==> src/rtl/sevenseg_mux_driver.sv <==
// Multiplexed NUM_DIGITS seven-segment driver with blank gaps, leading-zero blanking and frame-aligned commit.
// Optional macro DECIMAL_POINT_EN adds dp_in/dp_out decimal-point handling.
module sevenseg_mux_driver #(
  parameter int NUM_DIGITS   = 4,
  parameter int REFRESH_DIV  = 100000,
  parameter int BLANK_CYCLES = 4,
  parameter int LZ_SUPPRESS  = 1
) (
  input  logic                    clk,
  input  logic                    rst,
  input  logic                    enable,
  input  logic                    load,
  input  logic [4*NUM_DIGITS-1:0] digits_in,
`ifdef DECIMAL_POINT_EN
  input  logic [NUM_DIGITS-1:0]   dp_in,
  output logic                    dp_out,
`endif
  output logic [6:0]              seg_out,
  output logic [NUM_DIGITS-1:0]   an_out,
  output logic                    pending,
  output logic                    frame_tick
);

  localparam int CW = (REFRESH_DIV > 1) ? $clog2(REFRESH_DIV) : 1;
  localparam int IW = (NUM_DIGITS > 1) ? $clog2(NUM_DIGITS) : 1;
  localparam logic [CW-1:0] CNT_LAST = CW'(REFRESH_DIV - 1);
  localparam logic [IW-1:0] IDX_LAST = IW'(NUM_DIGITS - 1);
  localparam logic [4*NUM_DIGITS-1:0] ALL_BLANK = {NUM_DIGITS{4'hA}};

  logic [CW-1:0]           cnt_q, cnt_d;
  logic [IW-1:0]           idx_q, idx_d;
  logic [4*NUM_DIGITS-1:0] disp_q, disp_d, shadow_q, shadow_d;
  logic                    pending_q, pending_d;
  logic                    tick_q, tick_d;
  logic [6:0]              seg_q, seg_d;
  logic [NUM_DIGITS-1:0]   an_q, an_d;
  logic [NUM_DIGITS-1:0]   lz_keep;
  logic [NUM_DIGITS-1:0]   sup;
  logic                    lead;
  logic [3:0]              scan_code;
  logic [3:0]              cur_code;
  logic                    wrap;
  logic                    blank;

`ifdef DECIMAL_POINT_EN
  logic [NUM_DIGITS-1:0] dp_disp_q, dp_disp_d, dp_shadow_q, dp_shadow_d;
  logic                  dp_q, dp_d;
  assign lz_keep = dp_disp_q;
`else
  assign lz_keep = '0;
`endif

  function automatic logic [6:0] decode(input logic [3:0] c);
    case (c)
      4'h0:    decode = 7'b0000001;
      4'h1:    decode = 7'b1001111;
      4'h2:    decode = 7'b0010010;
      4'h3:    decode = 7'b0000110;
      4'h4:    decode = 7'b1001100;
      4'h5:    decode = 7'b0100100;
      4'h6:    decode = 7'b0100000;
      4'h7:    decode = 7'b0001111;
      4'h8:    decode = 7'b0000000;
      4'h9:    decode = 7'b0000100;
      4'hF:    decode = 7'b1111110;
      default: decode = 7'b1111111;
    endcase
  endfunction

  // Walk from the most significant digit; suppression stays live only through blank or suppressed zeros.
  always_comb begin
    sup       = '0;
    lead      = 1'b1;
    scan_code = 4'h0;
    for (int i = NUM_DIGITS - 1; i >= 0; i--) begin
      scan_code = disp_q[4*i +: 4];
      if (LZ_SUPPRESS != 0 && i != 0 && lead && scan_code == 4'h0 && !lz_keep[i])
        sup[i] = 1'b1;
      lead = lead && !lz_keep[i] && (sup[i] || (scan_code >= 4'hA && scan_code <= 4'hE));
    end
  end

  assign cur_code = disp_q[4*int'(idx_q) +: 4];
  assign wrap     = enable && (cnt_q == CNT_LAST) && (idx_q == IDX_LAST);
  assign blank    = !enable || (int'(cnt_q) < BLANK_CYCLES);

  always_comb begin
    cnt_d     = cnt_q;
    idx_d     = idx_q;
    disp_d    = disp_q;
    shadow_d  = shadow_q;
    pending_d = pending_q;
    tick_d    = 1'b0;
`ifdef DECIMAL_POINT_EN
    dp_disp_d   = dp_disp_q;
    dp_shadow_d = dp_shadow_q;
`endif
    if (!enable) begin
      cnt_d = '0;
      idx_d = '0;
      // Nothing is on screen, so a new value can go straight to the display register.
      if (load) begin
        disp_d    = digits_in;
        pending_d = 1'b0;
`ifdef DECIMAL_POINT_EN
        dp_disp_d = dp_in;
`endif
      end else if (pending_q) begin
        disp_d    = shadow_q;
        pending_d = 1'b0;
`ifdef DECIMAL_POINT_EN
        dp_disp_d = dp_shadow_q;
`endif
      end
    end else begin
      if (cnt_q == CNT_LAST) begin
        cnt_d = '0;
        idx_d = (idx_q == IDX_LAST) ? '0 : idx_q + IW'(1);
      end else begin
        cnt_d = cnt_q + CW'(1);
      end
      if (wrap) begin
        tick_d    = 1'b1;
        pending_d = 1'b0;
        if (load) begin
          disp_d = digits_in;
`ifdef DECIMAL_POINT_EN
          dp_disp_d = dp_in;
`endif
        end else if (pending_q) begin
          disp_d = shadow_q;
`ifdef DECIMAL_POINT_EN
          dp_disp_d = dp_shadow_q;
`endif
        end
      end else if (load) begin
        shadow_d  = digits_in;
        pending_d = 1'b1;
`ifdef DECIMAL_POINT_EN
        dp_shadow_d = dp_in;
`endif
      end
    end
    an_d  = blank ? '1 : ~(NUM_DIGITS'(1) << idx_q);
    seg_d = (blank || sup[idx_q]) ? 7'b1111111 : decode(cur_code);
`ifdef DECIMAL_POINT_EN
    dp_d = !(!blank && dp_disp_q[idx_q]);
`endif
  end

  always_ff @(posedge clk) begin
    if (rst) begin
      cnt_q     <= '0;
      idx_q     <= '0;
      disp_q    <= ALL_BLANK;
      shadow_q  <= ALL_BLANK;
      pending_q <= 1'b0;
      tick_q    <= 1'b0;
      seg_q     <= 7'b1111111;
      an_q      <= '1;
`ifdef DECIMAL_POINT_EN
      dp_disp_q   <= '0;
      dp_shadow_q <= '0;
      dp_q        <= 1'b1;
`endif
    end else begin
      cnt_q     <= cnt_d;
      idx_q     <= idx_d;
      disp_q    <= disp_d;
      shadow_q  <= shadow_d;
      pending_q <= pending_d;
      tick_q    <= tick_d;
      seg_q     <= seg_d;
      an_q      <= an_d;
`ifdef DECIMAL_POINT_EN
      dp_disp_q   <= dp_disp_d;
      dp_shadow_q <= dp_shadow_d;
      dp_q        <= dp_d;
`endif
    end
  end

  assign seg_out    = seg_q;
  assign an_out     = an_q;
  assign pending    = pending_q;
  assign frame_tick = tick_q;
`ifdef DECIMAL_POINT_EN
  assign dp_out = dp_q;
`endif

endmodule

==> config.mk <==
export PLATFORM = sky130hd
export DESIGN_NAME = sevenseg_mux_driver
export DESIGN_NICKNAME = d
export VERILOG_FILES = /design/src/rtl/sevenseg_mux_driver.sv
export SDC_FILE = /design/constraint.sdc
export NUM_CORES = 1
export LEC_CHECK = 0
export ABC_AREA = 1
export BUFFER_PORTS_ARGS = -buffer_cell sky130_fd_sc_hd__clkbuf_2
export CORE_ASPECT_RATIO = 2
export CORE_UTILIZATION = 53
export CTS_CLUSTER_DIAMETER = 200
export DETAILED_ROUTE_END_ITERATION = 10
export PLACE_DENSITY = 0.79
export SLEW_MARGIN = 20
export SYNTH_ARGS = -nofsm -noshare
export SYNTH_HDL_FRONTEND = slang
export SYNTH_SLANG_ARGS = --single-unit
export TNS_END_PERCENT = 50
==> constraint.sdc <==
create_clock -name clk -period 1.8 [get_ports clk]
set_input_delay 0.36 -clock clk [delete_from_list [all_inputs] [get_ports clk]]
set_output_delay 0.36 -clock clk [all_outputs]
set_load 0.05 [all_outputs]
# Word-level counts from Yosys, hierarchy flattened
# Memory sizes are Yosys's and may differ from the RTL's. A register that Yosys moved wholly into a read port is not among the register bits.
# Index checks and enable logic that the tools add are counted.
# word_totals
reg_bits	57
mem_bits_ro	112
in_bits	20
output_inout_bits	13
elab_cells	56
n_memories	1
# op_classes
addsub	2
order_cmp	6
eq_ne	3
shift	2
muxes	11
n_bitwise	3
n_reduce_logical	21
# memory_table
memory	depth	word_bits	read_ports	rd_clocked_by_memory_dff	write_ports	line	rtl
(no name shown)	16	7	1	1	0	54	case (c)
# ops
op	count
16-bit two-way mux	4
17-bit by 1-bit adder with 17-bit output, second input constant	1
17-bit == test, second input constant	1
17-bit by 3-bit less-than comparator with 1-bit output, second input constant	1
16-bit by 5-bit variable part select with 4-bit output	1
4-bit zero test	3
4-bit >= comparator, second input constant	2
4-bit less-or-equal comparator, second input constant	2
1-bit logical AND	7
2-bit OR reduction	3
3-bit OR reduction	2
1-bit two-way mux	5
1-bit logical OR	4
4-bit NOT	1
1-bit by 2-bit << shifter with 4-bit output, first input constant	1
2-bit by 3-bit less-than comparator with 1-bit output, second input constant	1
3-bit AND reduction	1
2-bit by 1-bit adder with 2-bit output, second input constant	1
1-bit binary-select mux with 2-bit select	1
2-bit == test, second input constant	1
2-bit two-way mux	1
2-bit by 1-bit inequality test with 1-bit output, second input constant	1
1-bit NOT	2
1-bit zero test	1

# Depth between registers and ports, before layout
# depth
depth_word	13
ltp_mapped	11
depth_no_buf	10

# Worst setup path after synthesis
# Ideal clock, no wire load.
# synth_path
kind	register -> register
from	register idx_q[0]
to	register seg_q[3], in the netlist seg_out[3]
t_arrival_ps	1673
required_ps	1658
setup_slack_ps	-15
path_stages_with_launch	10
n_path_buf	1
period_less_slack_ps	1815
cell_sequence	dfxtp_1 -> buf_2 -> a21oi_1 -> o21ai_0 -> nand2_1 -> inv_1 -> ha_1 -> or2_2 -> nand3_1 -> nand3_1
# synth_via
elab_chain_cells	4
elab_cells_between_ends	5
# synth_lines
item	line	rtl
from (decl)	31	logic [IW-1:0] idx_q, idx_d;
from (signal assigned)	168	idx_q <= idx_d;
1-bit binary-select mux with 2-bit select	145	seg_d = (blank || sup[idx_q]) ? 7'b1111111 : decode(cur_code);
1-bit two-way mux (not written as such)	145	
1-bit logical OR	145	
2-bit OR reduction (no source line)	n/a	
to (decl)	35	logic [6:0] seg_q, seg_d;
# Several ways; a longest one is shown, not always the timed one. The select of a mux whose other input is x is not followed.
# A chain may end at the register's enable or synchronous reset.

# Final worst setup path
# Same ends and word-level chain as after synthesis.

==> impl_metrics.toml <==
[timing]
worst_slack_ns = 0.0912
finalMaxSlewViolations = 0
worstMarginPinSlew_ns = 0.349
timing.hold.ws_ns = 0.235
hold_viol = 0
max_freq_mhz = 585
relSlewSlack_pct = 76.7
period_needed_ns = 1.71
setup_violations = 0
finalClockSkew_ns = 0.00511
rsz0062_at_grt = "no"
finalCritPeriodShare_pct = 94.9

[outcome]
status = "completed"

[detailed_routing]
first_iter_violations = 132
vias = 2957
drc = 0
finalWirelength_mm = 6.98
post_drt_via_cell_ratio = 5.26
wire_per_inst_um = 12.4
firstDrtPassIters = 4
detail-route-antenna-nets = 0

[clocking]
clock_path_buffers = 2
clock-sinks = 64
cts.htree.levels = 3
clkLatencyLatePin_ns = 0.33
cts_hold_buf = 0
cts_tree = "done"
path_clk_slew_ns = 0.06
cts-root-buf = "clkbuf_16"
cts-buffers-inserted = 9

[floorplan]
ios = 33
core_area_sq_um = 5710
die_area_sq_um = 6250
dieHeight_um = 111
die_width_um = 56.4
row_count = 39
start_util_pct = 54.9

[pwr]
powerDensity_nw_per_um2 = 976
vdd_drop_max_mv = 0.982
power.leakage_uw = 0.00187

[global_routing]
track_usage_pct = 24.9
grt-ovfl-total = 0
antenna_found_initial = 0
grt_max_degree = 33
grt_pass1_vias = 2884
grt_pass1_wl_mm = 12.3

[synth]
ys_warn_count = 0
synth_cells = 451
syn-num-nets = 483
seq_area_frac_synth_pct = 40.8
ys_types = 29
synth.avg_cell_area_sq_um = 6.96
netlist_area_sq_um = 3140
yosys.area.top_type = "dfxtp_1"
ys_ff_latch = 64
synth_top_area_share_pct = 40.8
ys_top_cells_by_area = "dfxtp_1 (41%), nand2_1 (14%), nor2_1 (7.4%), nand3_1 (7.3%), inv_1 (5.9%)"

[worst_setup_path]
cp_common_cell = "nand3_1"
cp_cell_sequence = "buf_12, a21oi_1, o21ai_1, nand2_2, ha_1, or2_2, nand3_1, nand3_1"
cp-start-kind = "flip-flop"
worstSetupPathType = "flip-flop to flip-flop"
crit_slowest_cell = "dfxtp_2"
setup.worst_path.end_class = "flip-flop"
critPathRequiredTime_ns = 2.01
cpPeakStageDelay_ns = 0.36
crit_fanout = 15
crit_arrival_ns = 1.92
rrSetupSlack_ns = 0.09

[layout]
layout_common_cells = "nand2_1 (120), nor2_1 (62), dfxtp_1 (62)"
drive_gt1_share_pct = 17.4
n_antenna_cell = 0
nets = 528
post-route-cell-area_sq_um = 3800
mostFrequentLayoutCell = "nand2_1"
areaGrowthSynthToFinish_pct = 21.3
filler_cell_count = 504
fin_cells = 562
post-route-util_pct = 66.6

[placement]
gp_congestion = 0.860
post-place-ws_ns = -0.0207
hpwl_mm = 4.95
dp_cells = 545
dpl_cell_area_sq_um = 3440
io_buffers = 32

[job]
max_cap_violations = 0

[worst_hold_path]
min_path_type = "primary input to flip-flop"
## timing repair
item                                   in CTS  in global routing
endpoints found under the hold margin       0                  0
cloned                                      0                  0
setup endpoints to repair                   3                 15
buffers inserted                            1                  0
gates resized for setup                     2                  7
pin swaps                                   1                  1
## area by class of cell
class / count / area (sq um) / share of cell area [%]
clock inverters: 7 / 104 / 2.73
clock buffers: 9 / 225 / 5.92
flip-flops and latches: 64 / 1280 / 33.7
well taps: 61 / 76.3 / 2.01
multi-input cells: 321 / 1610 / 42.4
inverters: 51 / 191 / 5.03
repair buffers: 49 / 313 / 8.22
## final timing paths
path	start	to	cells after the start
min reg2reg	cnt_q[0]	cnt_q[0]	1
min	rst	frame_tick	2
max reg2reg	idx_q[0]	seg_out[3]	8
max	idx_q[0]	seg_out[3]	8
## through the flow
stage               setup TNS [ns]  total power (uW)
floorplan                        0              1750
global placement                 0              1840
detailed placement         -0.0544              1850
CTS                              0              3740
global route                     0              3870
finish                           0              3710
## critical path, delay by kind of cell (launching register included)
family	cells	cell delay, ns
simple gates	4	0.56
flops	1	0.36
fa+ha+maj	1	0.30
compound gates	2	0.21
buf+inv	1	0.14
## synth_stat cells
library cell,count
a21oi_1,16
a31oi_1,1
and2_4,1
and3_1,2
buf_2,8
buf_6,1
clkbuf_1,6
dfxtp_1,64
ha_1,12
inv_1,49
inv_2,2
nand2_1,121
nand2_4,2
nand3_1,46
nand3_2,2
nand4_1,2
nand4_4,1
nor2_1,62
nor2_2,1
nor2_4,2
nor3_1,3
nor3_2,1
o211ai_1,11
o21a_1,1
o21ai_0,24
or2_1,1
or2_2,4
xnor2_1,3
xor2_1,2
## registers in the layout, summed over array words and instances, names as in the netlist
register / flops
seg_out: 7
shadow_q: 16
cnt_q: 17
disp_q: 16
pending: 1
an_out: 4
idx_q: 2
frame_tick: 1
## where the power goes
| group | switching [uW] | leakage (uW) | internal [uW] | total, uW |
|---|---|---|---|---|
| clock network | 655 | 0.000161 | 1230 | 1880 |
| logic | 204 | 0.00118 | 122 | 325 |
| registers | 32.1 | 0.000524 | 1470 | 1500 |
| total | 891 | 0.00187 | 2820 | 3710 |
## per-layer routing
metal	track usage [%]	routed length (um)	vias to the layer above
met5	0	0	-
met4	15.0	238	0
met3	6.42	206	20
met2	45.8	3990	70
met1	23.9	2540	1343
li1	-	-	1524
## cells by family after synthesis
group | Yosys count | synth area share [%]
flip-flops | 64 | 40.8
adder cells (fa/ha/maj) | 12 | 4.79
buffers and inverters | 66 | 8.46
AO/OA/AOI/OAI | 53 | 9.45
XOR/XNOR | 5 | 1.40
AND/OR/NAND/NOR | 251 | 35.1
Power figures use the tool's default switching activity.
